`src/rtl/uart_apb_fifo_regs_if.sv`:
```
`default_nettype none
// ============================================================================
// Module   : uart_apb_fifo_regs_if
// Purpose  : APB slave-port bundle for the UART FIFO register block.
// Revision : 1.0 - initial release
// ============================================================================
interface uart_apb_fifo_regs_if #(
    parameter int ADDR_W = 12
);
    logic              psel_i;
    logic              penable_i;
    logic              pwrite_i;
    logic [ADDR_W-1:0] paddr_i;
    logic [31:0]       pwdata_i;
    logic [3:0]        pstrb_i;
    logic [31:0]       prdata_o;
    logic              pready_o;
    logic              pslverr_o;

    modport slave (
        input  psel_i, penable_i, pwrite_i, paddr_i, pwdata_i, pstrb_i,
        output prdata_o, pready_o, pslverr_o
    );

    modport master (
        output psel_i, penable_i, pwrite_i, paddr_i, pwdata_i, pstrb_i,
        input  prdata_o, pready_o, pslverr_o
    );
endinterface
`default_nettype wire

```
`src/rtl/uart_apb_fifo_regs.sv`:
```
`default_nettype none
// ============================================================================
// Module   : uart_apb_fifo_regs
// Purpose  : APB register block for the UART with TX/RX FIFOs, config,
//            interrupt enable/status and a registered interrupt output.
//            Optional macro UART_RX_PARITY_TAG_EN stores a per-char parity tag.
// Revision : 1.0 - initial release
// ============================================================================
module uart_apb_fifo_regs #(
    parameter int DATA_W   = 8,
    parameter int TX_DEPTH = 8,
    parameter int RX_DEPTH = 8,
    parameter int ADDR_W   = 12
) (
    input  logic                clk,
    input  logic                reset,
    uart_apb_fifo_regs_if.slave apb,
    output logic [DATA_W-1:0]   tx_data_o,
    output logic                tx_valid_o,
    input  logic                tx_ready_i,
    input  logic [DATA_W-1:0]   rx_data_i,
    input  logic                rx_valid_i,
    input  logic                parity_error_i,
    output logic [1:0]          data_bit_num_o,
    output logic                stop_bit_num_o,
    output logic                parity_en_o,
    output logic                parity_type_o,
    output logic                irq_o
);
    localparam int c_tx_aw = $clog2(TX_DEPTH);
    localparam int c_rx_aw = $clog2(RX_DEPTH);
    localparam int c_tx_lw = c_tx_aw + 1;
    localparam int c_rx_lw = c_rx_aw + 1;
`ifdef UART_RX_PARITY_TAG_EN
    localparam int c_rx_w  = DATA_W + 1;
`else
    localparam int c_rx_w  = DATA_W;
`endif
    localparam logic [c_tx_lw-1:0] c_tx_full_lvl = c_tx_lw'(TX_DEPTH);
    localparam logic [c_rx_lw-1:0] c_rx_full_lvl = c_rx_lw'(RX_DEPTH);
    localparam logic [ADDR_W-1:0]  c_a_txdata = ADDR_W'(8'h00);
    localparam logic [ADDR_W-1:0]  c_a_rxdata = ADDR_W'(8'h04);
    localparam logic [ADDR_W-1:0]  c_a_cfg    = ADDR_W'(8'h08);
    localparam logic [ADDR_W-1:0]  c_a_ctrl   = ADDR_W'(8'h0C);
    localparam logic [ADDR_W-1:0]  c_a_stt    = ADDR_W'(8'h10);
    localparam logic [ADDR_W-1:0]  c_a_ier    = ADDR_W'(8'h14);
    localparam logic [ADDR_W-1:0]  c_a_isr    = ADDR_W'(8'h18);

    logic [DATA_W-1:0]  r_tx_mem [TX_DEPTH];
    logic [c_tx_aw-1:0] r_tx_wptr, r_tx_rptr;
    logic [c_tx_lw-1:0] r_tx_level;
    logic [c_rx_w-1:0]  r_rx_mem [RX_DEPTH];
    logic [c_rx_aw-1:0] r_rx_wptr, r_rx_rptr;
    logic [c_rx_lw-1:0] r_rx_level;
    logic [4:0]         r_cfg;
    logic               r_tx_en;
    logic [3:0]         r_ier;
    logic [3:1]         r_isr_sticky;
    logic               r_irq;

    logic w_access, w_wr, w_rd, w_err, w_ok_wr, w_ok_rd, w_b0;
    logic w_sel_txdata, w_sel_rxdata, w_sel_cfg, w_sel_ctrl, w_sel_stt, w_sel_ier, w_sel_isr, w_mapped;
    logic w_tx_empty, w_tx_full, w_rx_empty, w_rx_full;
    logic w_tx_push, w_tx_pop, w_tx_flush, w_tx_went_empty;
    logic w_rx_push, w_rx_pop, w_rx_flush, w_rx_ovr;
    logic [c_rx_w-1:0] w_rx_entry, w_rx_head;
    logic [3:0]  w_isr;
    logic [3:1]  w_isr_set, w_isr_clr;
    logic [31:0] w_prdata;
    logic        w_unused;

    assign w_access     = apb.psel_i & apb.penable_i;
    assign w_wr         = w_access & apb.pwrite_i;
    assign w_rd         = w_access & ~apb.pwrite_i;
    assign w_sel_txdata = (apb.paddr_i == c_a_txdata);
    assign w_sel_rxdata = (apb.paddr_i == c_a_rxdata);
    assign w_sel_cfg    = (apb.paddr_i == c_a_cfg);
    assign w_sel_ctrl   = (apb.paddr_i == c_a_ctrl);
    assign w_sel_stt    = (apb.paddr_i == c_a_stt);
    assign w_sel_ier    = (apb.paddr_i == c_a_ier);
    assign w_sel_isr    = (apb.paddr_i == c_a_isr);
    assign w_mapped     = w_sel_txdata | w_sel_rxdata | w_sel_cfg | w_sel_ctrl |
                          w_sel_stt | w_sel_ier | w_sel_isr;

    assign w_tx_empty = (r_tx_level == '0);
    assign w_tx_full  = (r_tx_level == c_tx_full_lvl);
    assign w_rx_empty = (r_rx_level == '0);
    assign w_rx_full  = (r_rx_level == c_rx_full_lvl);

    // An errored access must not touch any state, so every side effect is gated by w_ok_*.
    assign w_err = w_access & (~w_mapped
                 | (w_wr & (w_sel_rxdata | w_sel_stt))
                 | (w_wr & w_sel_txdata & (w_tx_full | ~apb.pstrb_i[0]))
                 | (w_rd & w_sel_rxdata & w_rx_empty));
    assign w_ok_wr = w_wr & ~w_err;
    assign w_ok_rd = w_rd & ~w_err;
    assign w_b0    = w_ok_wr & apb.pstrb_i[0];

    assign tx_valid_o      = ~w_tx_empty & r_tx_en;
    assign tx_data_o       = r_tx_mem[r_tx_rptr];
    assign w_tx_push       = w_ok_wr & w_sel_txdata;
    assign w_tx_pop        = tx_ready_i & tx_valid_o;
    assign w_tx_flush      = w_b0 & w_sel_ctrl & apb.pwdata_i[1];
    assign w_tx_went_empty = w_tx_pop & ~w_tx_push & ~w_tx_flush & (r_tx_level == c_tx_lw'(1));

`ifdef UART_RX_PARITY_TAG_EN
    assign w_rx_entry = {parity_error_i, rx_data_i};
`else
    assign w_rx_entry = rx_data_i;
`endif
    assign w_rx_head  = r_rx_mem[r_rx_rptr];
    assign w_rx_pop   = w_ok_rd & w_sel_rxdata;
    // A full FIFO still accepts a char when the APB side frees the head slot this cycle.
    assign w_rx_push  = rx_valid_i & (~w_rx_full | w_rx_pop);
    assign w_rx_ovr   = rx_valid_i & w_rx_full & ~w_rx_pop;
    assign w_rx_flush = w_b0 & w_sel_ctrl & apb.pwdata_i[2];

    assign w_isr     = {r_isr_sticky, ~w_rx_empty};
    assign w_isr_set = {rx_valid_i & parity_error_i, w_rx_ovr, w_tx_went_empty};
    assign w_isr_clr = (w_b0 & w_sel_isr) ? apb.pwdata_i[3:1] : 3'b000;

    always_ff @(posedge clk) begin
        if (reset) begin
            r_tx_wptr  <= '0;
            r_tx_rptr  <= '0;
            r_tx_level <= '0;
        end else if (w_tx_flush) begin
            r_tx_wptr  <= '0;
            r_tx_rptr  <= '0;
            r_tx_level <= '0;
        end else begin
            if (w_tx_push) r_tx_wptr <= r_tx_wptr + 1'b1;
            if (w_tx_pop)  r_tx_rptr <= r_tx_rptr + 1'b1;
            case ({w_tx_push, w_tx_pop})
                2'b10:   r_tx_level <= r_tx_level + 1'b1;
                2'b01:   r_tx_level <= r_tx_level - 1'b1;
                default: r_tx_level <= r_tx_level;
            endcase
        end
    end

    always_ff @(posedge clk) begin
        if (!reset && !w_tx_flush && w_tx_push)
            r_tx_mem[r_tx_wptr] <= apb.pwdata_i[DATA_W-1:0];
    end

    always_ff @(posedge clk) begin
        if (reset) begin
            r_rx_wptr  <= '0;
            r_rx_rptr  <= '0;
            r_rx_level <= '0;
        end else if (w_rx_flush) begin
            r_rx_wptr  <= '0;
            r_rx_rptr  <= '0;
            r_rx_level <= '0;
        end else begin
            if (w_rx_push) r_rx_wptr <= r_rx_wptr + 1'b1;
            if (w_rx_pop)  r_rx_rptr <= r_rx_rptr + 1'b1;
            case ({w_rx_push, w_rx_pop})
                2'b10:   r_rx_level <= r_rx_level + 1'b1;
                2'b01:   r_rx_level <= r_rx_level - 1'b1;
                default: r_rx_level <= r_rx_level;
            endcase
        end
    end

    always_ff @(posedge clk) begin
        if (!reset && !w_rx_flush && w_rx_push)
            r_rx_mem[r_rx_wptr] <= w_rx_entry;
    end

    always_ff @(posedge clk) begin
        if (reset) begin
            r_cfg        <= '0;
            r_tx_en      <= 1'b0;
            r_ier        <= '0;
            r_isr_sticky <= '0;
            r_irq        <= 1'b0;
        end else begin
            if (w_b0 & w_sel_cfg)  r_cfg   <= apb.pwdata_i[4:0];
            if (w_b0 & w_sel_ctrl) r_tx_en <= apb.pwdata_i[0];
            if (w_b0 & w_sel_ier)  r_ier   <= apb.pwdata_i[3:0];
            // Set beats a simultaneous clear so no event is lost.
            r_isr_sticky <= (r_isr_sticky & ~w_isr_clr) | w_isr_set;
            r_irq        <= |(w_isr & r_ier);
        end
    end

    always_comb begin
        w_prdata = '0;
        if (w_ok_rd) begin
            if (w_sel_rxdata)      w_prdata[c_rx_w-1:0] = w_rx_head;
            else if (w_sel_cfg)    w_prdata[4:0]        = r_cfg;
            else if (w_sel_ctrl)   w_prdata[0]          = r_tx_en;
            else if (w_sel_stt) begin
                w_prdata[3:0]   = {w_rx_full, w_rx_empty, w_tx_full, w_tx_empty};
                w_prdata[15:8]  = 8'(r_tx_level);
                w_prdata[23:16] = 8'(r_rx_level);
            end
            else if (w_sel_ier)    w_prdata[3:0]        = r_ier;
            else if (w_sel_isr)    w_prdata[3:0]        = w_isr;
        end
    end

    assign apb.prdata_o  = w_prdata;
    assign apb.pready_o  = 1'b1;
    assign apb.pslverr_o = w_err;

    assign data_bit_num_o = r_cfg[1:0];
    assign stop_bit_num_o = r_cfg[2];
    assign parity_en_o    = r_cfg[3];
    assign parity_type_o  = r_cfg[4];
    assign irq_o          = r_irq;

    assign w_unused = &{1'b0, apb.pwdata_i[31:DATA_W], apb.pstrb_i[3:1]};
endmodule
`default_nettype wire

```
`src/flat_wrapper.sv`:
```
// flat-port wrapper written by rule: the top's interface ports become plain ports
module uart_apb_fifo_regs_flat 
#(
    parameter int DATA_W   = 8,
    parameter int TX_DEPTH = 8,
    parameter int RX_DEPTH = 8,
    parameter int ADDR_W   = 12
)
  (clk, reset, tx_data_o, tx_valid_o, tx_ready_i, rx_data_i, rx_valid_i, parity_error_i, data_bit_num_o, stop_bit_num_o, parity_en_o, parity_type_o, irq_o, apb_psel_i, apb_penable_i, apb_pwrite_i, apb_paddr_i, apb_pwdata_i, apb_pstrb_i, apb_prdata_o, apb_pready_o, apb_pslverr_o);
  uart_apb_fifo_regs_if #(.ADDR_W(ADDR_W)) apb_i ();
  input  logic clk;
  input  logic reset;
  output logic [DATA_W-1:0] tx_data_o;
  output logic tx_valid_o;
  input  logic tx_ready_i;
  input  logic [DATA_W-1:0] rx_data_i;
  input  logic rx_valid_i;
  input  logic parity_error_i;
  output logic [1:0] data_bit_num_o;
  output logic stop_bit_num_o;
  output logic parity_en_o;
  output logic parity_type_o;
  output logic irq_o;
  input wire logic [$bits(apb_i.psel_i)-1:0] apb_psel_i;
  input wire logic [$bits(apb_i.penable_i)-1:0] apb_penable_i;
  input wire logic [$bits(apb_i.pwrite_i)-1:0] apb_pwrite_i;
  input wire logic [$bits(apb_i.paddr_i)-1:0] apb_paddr_i;
  input wire logic [$bits(apb_i.pwdata_i)-1:0] apb_pwdata_i;
  input wire logic [$bits(apb_i.pstrb_i)-1:0] apb_pstrb_i;
  output wire logic [$bits(apb_i.prdata_o)-1:0] apb_prdata_o;
  output wire logic [$bits(apb_i.pready_o)-1:0] apb_pready_o;
  output wire logic [$bits(apb_i.pslverr_o)-1:0] apb_pslverr_o;
  assign apb_i.psel_i = apb_psel_i;
  assign apb_i.penable_i = apb_penable_i;
  assign apb_i.pwrite_i = apb_pwrite_i;
  assign apb_i.paddr_i = apb_paddr_i;
  assign apb_i.pwdata_i = apb_pwdata_i;
  assign apb_i.pstrb_i = apb_pstrb_i;
  assign apb_prdata_o = apb_i.prdata_o;
  assign apb_pready_o = apb_i.pready_o;
  assign apb_pslverr_o = apb_i.pslverr_o;
  uart_apb_fifo_regs #(.DATA_W(DATA_W), .TX_DEPTH(TX_DEPTH), .RX_DEPTH(RX_DEPTH), .ADDR_W(ADDR_W)) u_core (.clk(clk), .reset(reset), .apb(apb_i), .tx_data_o(tx_data_o), .tx_valid_o(tx_valid_o), .tx_ready_i(tx_ready_i), .rx_data_i(rx_data_i), .rx_valid_i(rx_valid_i), .parity_error_i(parity_error_i), .data_bit_num_o(data_bit_num_o), .stop_bit_num_o(stop_bit_num_o), .parity_en_o(parity_en_o), .parity_type_o(parity_type_o), .irq_o(irq_o));
endmodule
```
`config.mk`:
```
export PLATFORM = sky130hd
export DESIGN_NAME = uart_apb_fifo_regs_flat
export DESIGN_NICKNAME = d
export VERILOG_FILES = /design/src/rtl/uart_apb_fifo_regs_if.sv /design/src/rtl/uart_apb_fifo_regs.sv /design/src/flat_wrapper.sv
export SDC_FILE = /design/constraint.sdc
export NUM_CORES = 1
export LEC_CHECK = 0
export ABC_AREA = 1
export CAP_MARGIN = 0
export CORE_AREA = 5 5 130 132
export CTS_CLUSTER_DIAMETER = 60
export DETAILED_ROUTE_END_ITERATION = 8
export DIE_AREA = 0 0 135 137
export PLACE_DENSITY = 0.75
export SKIP_CTS_REPAIR_TIMING = 1
export SLEW_MARGIN = 10
export SYNTH_ARGS = -nofsm -noshare
export SYNTH_HDL_FRONTEND = slang
export SYNTH_SLANG_ARGS = --single-unit
```
`constraint.sdc`:
```
create_clock -name clk -period 2.78 [get_ports clk]
set_input_delay 0.417 -clock clk [delete_from_list [all_inputs] [get_ports clk]]
set_output_delay 0.417 -clock clk [all_outputs]
set_load 0.02 [all_outputs]
```
==> results.txt <==
----------------------------------------------------
[Clock tree]
  Number of H-tree branching levels ... 4
  Worst-Skew Late Latency ... 0.42 ns
  Clock sink count ... 168
  CTS tree ... built
  Root buf cell ... sky130_fd_sc_hd__clkbuf_16
  CTS clk-pin slew, worst paths ... 0.06 ns
  Maximum clock insertion buffer count ... 2
  Number of CTS-inserted buffers ... 17

[Worst setup path]
  Flop2flop setup slack ... 0.25 ns
  Critical path capture point type ... output pin
  Category of the most critical setup path ... in -> out
  Worst r2r dst ... u_core.r_rx_mem[4][2]$_DFFE_PP_
  Data required time of the critical path ... 2.36 ns
  Critical path startpoint category ... input port
  Reg-to-Reg Start ... u_core.r_tx_level[0]$_SDFFE_PP0P_
  Depth of the worst register-to-register path ... 18
  Worst-path maximum fanout ... 4
  Arrival @ worst endpoint ... 2.26 ns

[Synthesis]
  Cell with the most instances after synthesis ... sky130_fd_sc_hd__edfxtp_1
  Mapped cell area ... 7450 um2
  Number of synthesized flops with an enable pin ... 128
  Post-Synthesis Mean Instance Area ... 10.2 um2
  Async set-reset flop share out of synthesis ... 0%
  Most numerous cell types in the synthesized netlist ... 128 x sky130_fd_sc_hd__edfxtp_1, 123 x sky130_fd_sc_hd__nor2_1, 101 x sky130_fd_sc_hd__nand2_1
  Main area contributors after synthesis ... sky130_fd_sc_hd__edfxtp_1 52%, sky130_fd_sc_hd__dfxtp_1 11%, sky130_fd_sc_hd__nor2_1 6.2%
  Synthesized netlist cell count ... 731
  Share of Yosys cell area claimed by the top area cell type ... 51.6%
  Most used flip-flop cell after synthesis ... sky130_fd_sc_hd__edfxtp_1
  Post-synth cell types ... 42
  Synthesis-stage register bit count ... 168
  Post-synthesis sequential area ratio ... 62.4%
  Count of synthesis-stage warnings from yosys ... 0
  Area leader, netlist ... sky130_fd_sc_hd__edfxtp_1

[Cells and area]
  Area delta synth->final ... 30.8%
  Non-filler cells, final ... 1,117
  Final net count ... 961
  Fraction of final layout cells sized beyond drive strength 1 ... 22.9%
  Number of inserted diodes ... 0
  Finished Cell Area ... 9740 um2
  Count of filler cells inserted in the layout ... 1,208

[GRT]
  Wire length of the first global-routing pass ... 28.3 mm
  Pin count of the biggest net entering global routing ... 29
  Global Route Usage Sum ... 19.9%
  Total congestion overflow after global routing ... 0
  Initial antenna violation count ... 0
  Number of global-route vias before repair ... 5,646

[Route]
  Total iterations of the first detailed-routing run ... 5
  Iter 0 DRT Violations ... 562
  Detail-routed via count per cell ... 5.23
  DRC violations left ... 0
  Detailed-route wire length ... 18.0 mm
  Via total after detailed routing ... 5,841
  Number of antenna-violating nets in the routed design ... 0
  Wire length per cell after detailed routing ... 16.1 um

[Pwr]
  Maximum vdd ir drop ... 0.452 mV
  Leakage power summed over all cells ... 3.91 nW
  Final Total Pwr ... 5.30 mW
  Power density over cell area ... 544 nW/um2

[Timing]
  Final worst clock skew ... 0.00876 ns
  Worst Tran Pin Value ... 0.550 ns
  Post-route clock period utilization ... 96.3%
  Minimum period implied by the final worst setup slack ... 2.68 ns
  Slack of the critical path ... 0.104 ns
  Maximum clock rate ... 374 MHz
  Relative slew margins ... 63.3%
  Number of hold violations in the final report ... 0
  Number of failing setup endpoints in the final timing report ... 0
  Final Slew Violations ... 0
  Sum of negative setup slack ... 0 ns

[Floorplanning]
  Overall die width ... 135 um
  I/O Pins ... 113
  Area of the die ... 18,500 um2
  Cell row count ... 46
  Height of the die ... 137 um
  Starting Density ... 47.7%
  Total core area ... 15,600 um2

[Job]
  Count of max-cap constraint violations ... 0

[Place]
  Total half-perimeter wirelength after legalization and detailed placement ... 12.1 mm
  Area after DPL ... 8930 um2
  Worst setup slack after placement ... -0.609 ns
  Number of port buffers ... 68
  Placed Cells ... 1,081
  Weighted congestion at the end of routability-driven global placement ... 0.885

[Worst hold path]
  Instance count along the most critical hold path ... 2
  Worst hold path type ... reg -> reg
  Worst min-delay path startpoint ... u_core.r_cfg[4]$_SDFFE_PP0P_
  Worst-case hold path end point ... u_core.r_cfg[4]$_SDFFE_PP0P_

[Run status]
  Status ... complete, no violations

----------------------------------------------------
stage by stage:
stage          hold WS (ns)  util [%]
6_report              0.472      62.5
4_1_cts               0.476      61.0
2_1_floorplan         0.456         -
3_3_place_gp          0.454      57.3
3_5_place_dp          0.465      57.3
5_1_grt               0.504      62.5
worst max path at each step:
stage | start | endpoint | slack, ns | cells after the start
finish | apb_paddr_i[0] | apb_prdata_o[0] | 0.10 | 10
global route | apb_paddr_i[0] | u_core.r_tx_mem[5][3]$_DFFE_PP_ | -0.01 | 17
global placement | apb_paddr_i[2] | apb_prdata_o[19] | -0.51 | 13
detailed placement | apb_paddr_i[2] | apb_prdata_o[19] | -0.61 | 13
floorplan | apb_psel_i | u_core.r_tx_mem[1][0]$_DFFE_PP_ | 0.05 | 14
CTS | apb_paddr_i[2] | apb_prdata_o[19] | -0.63 | 13
kinds of logic after synthesis:
logic type	Yosys count	share of synthesized area, %
buf+inv	104	6.10
simple gates	292	17.4
xor+xnor	7	0.823
other cells	2	0.101
fa+ha+maj	9	1.51
flops	168	62.4
compound gates	149	11.7
layout make-up:
cell class                      count  area, um2  area share, %
Inverter                           65        250           2.57
Sequential cell                   168       4650           47.7
Tap cell                          216        270           2.77
Clock buffer                       20        437           4.48
Clock inverter                     12        141           1.45
Timing Repair Buffer              162       1410           14.4
Multi-Input combinational cell    474       2590           26.6
sequential cells by signal (all words and copies together) (netlist names), named ones only:
signal	cells
u_core.r_rx_level	4
u_core.r_rx_mem	64
u_core.r_rx_wptr	3
u_core.irq_o	1
u_core.r_isr_sticky	3
u_core.r_cfg	5
u_core.r_tx_level	4
u_core.r_tx_rptr	3
u_core.r_rx_rptr	3
u_core.r_tx_en	1
u_core.r_tx_mem	64
u_core.r_ier	4
u_core.r_tx_wptr	3
cells in the final DEF, fill, tap and decap left out, drive strengths merged, types with 2 or more instances in the layout:
cell type	instances
a221oi	11
o32ai	3
dlymetal6s2s	19
o311ai	3
o31ai	6
a21oi	43
o21ai	58
dfxtp	40
ha	9
a31oi	13
nand2	109
clkdlybuf4s50	33
inv	67
buf	109
conb	17
nor2	128
nand4	5
o22ai	8
xor2	5
nor3	33
edfxtp	128
clkinvlp	4
nand3	14
a211oi	2
clkbuf	21
bufinv	2
xnor2	2
clkinv	4
worst max-delay path, cell delays in order:
cell and delay [ns]:
sky130_fd_sc_hd__clkdlybuf4s50_1 0.39, sky130_fd_sc_hd__inv_1 0.09, sky130_fd_sc_hd__nand2_4 0.09, sky130_fd_sc_hd__nor3_4 0.14, sky130_fd_sc_hd__nand2_1 0.11, sky130_fd_sc_hd__buf_6 0.14, sky130_fd_sc_hd__o31ai_2 0.22, sky130_fd_sc_hd__o21ai_1 0.14
sky130_fd_sc_hd__a311oi_2 0.33, sky130_fd_sc_hd__buf_4 0.20
routing by layer:
metal | GRT usage (%) | up-vias | part of all wire (%)
met5 | 0 | - | 0
met2 | 34.7 | 183 | 51
met4 | 5.82 | 0 | 1.4
met3 | 4.26 | 24 | 5.0
li1 | - | 2829 | -
met1 | 25.0 | 2805 | 42
power breakdown:
part           internal [mW]  switching [mW]
clock                   1.34           0.981
sequential              2.72          0.0137
combinational         0.0984           0.152
Note: power is estimated with default switching activity, not from simulation.
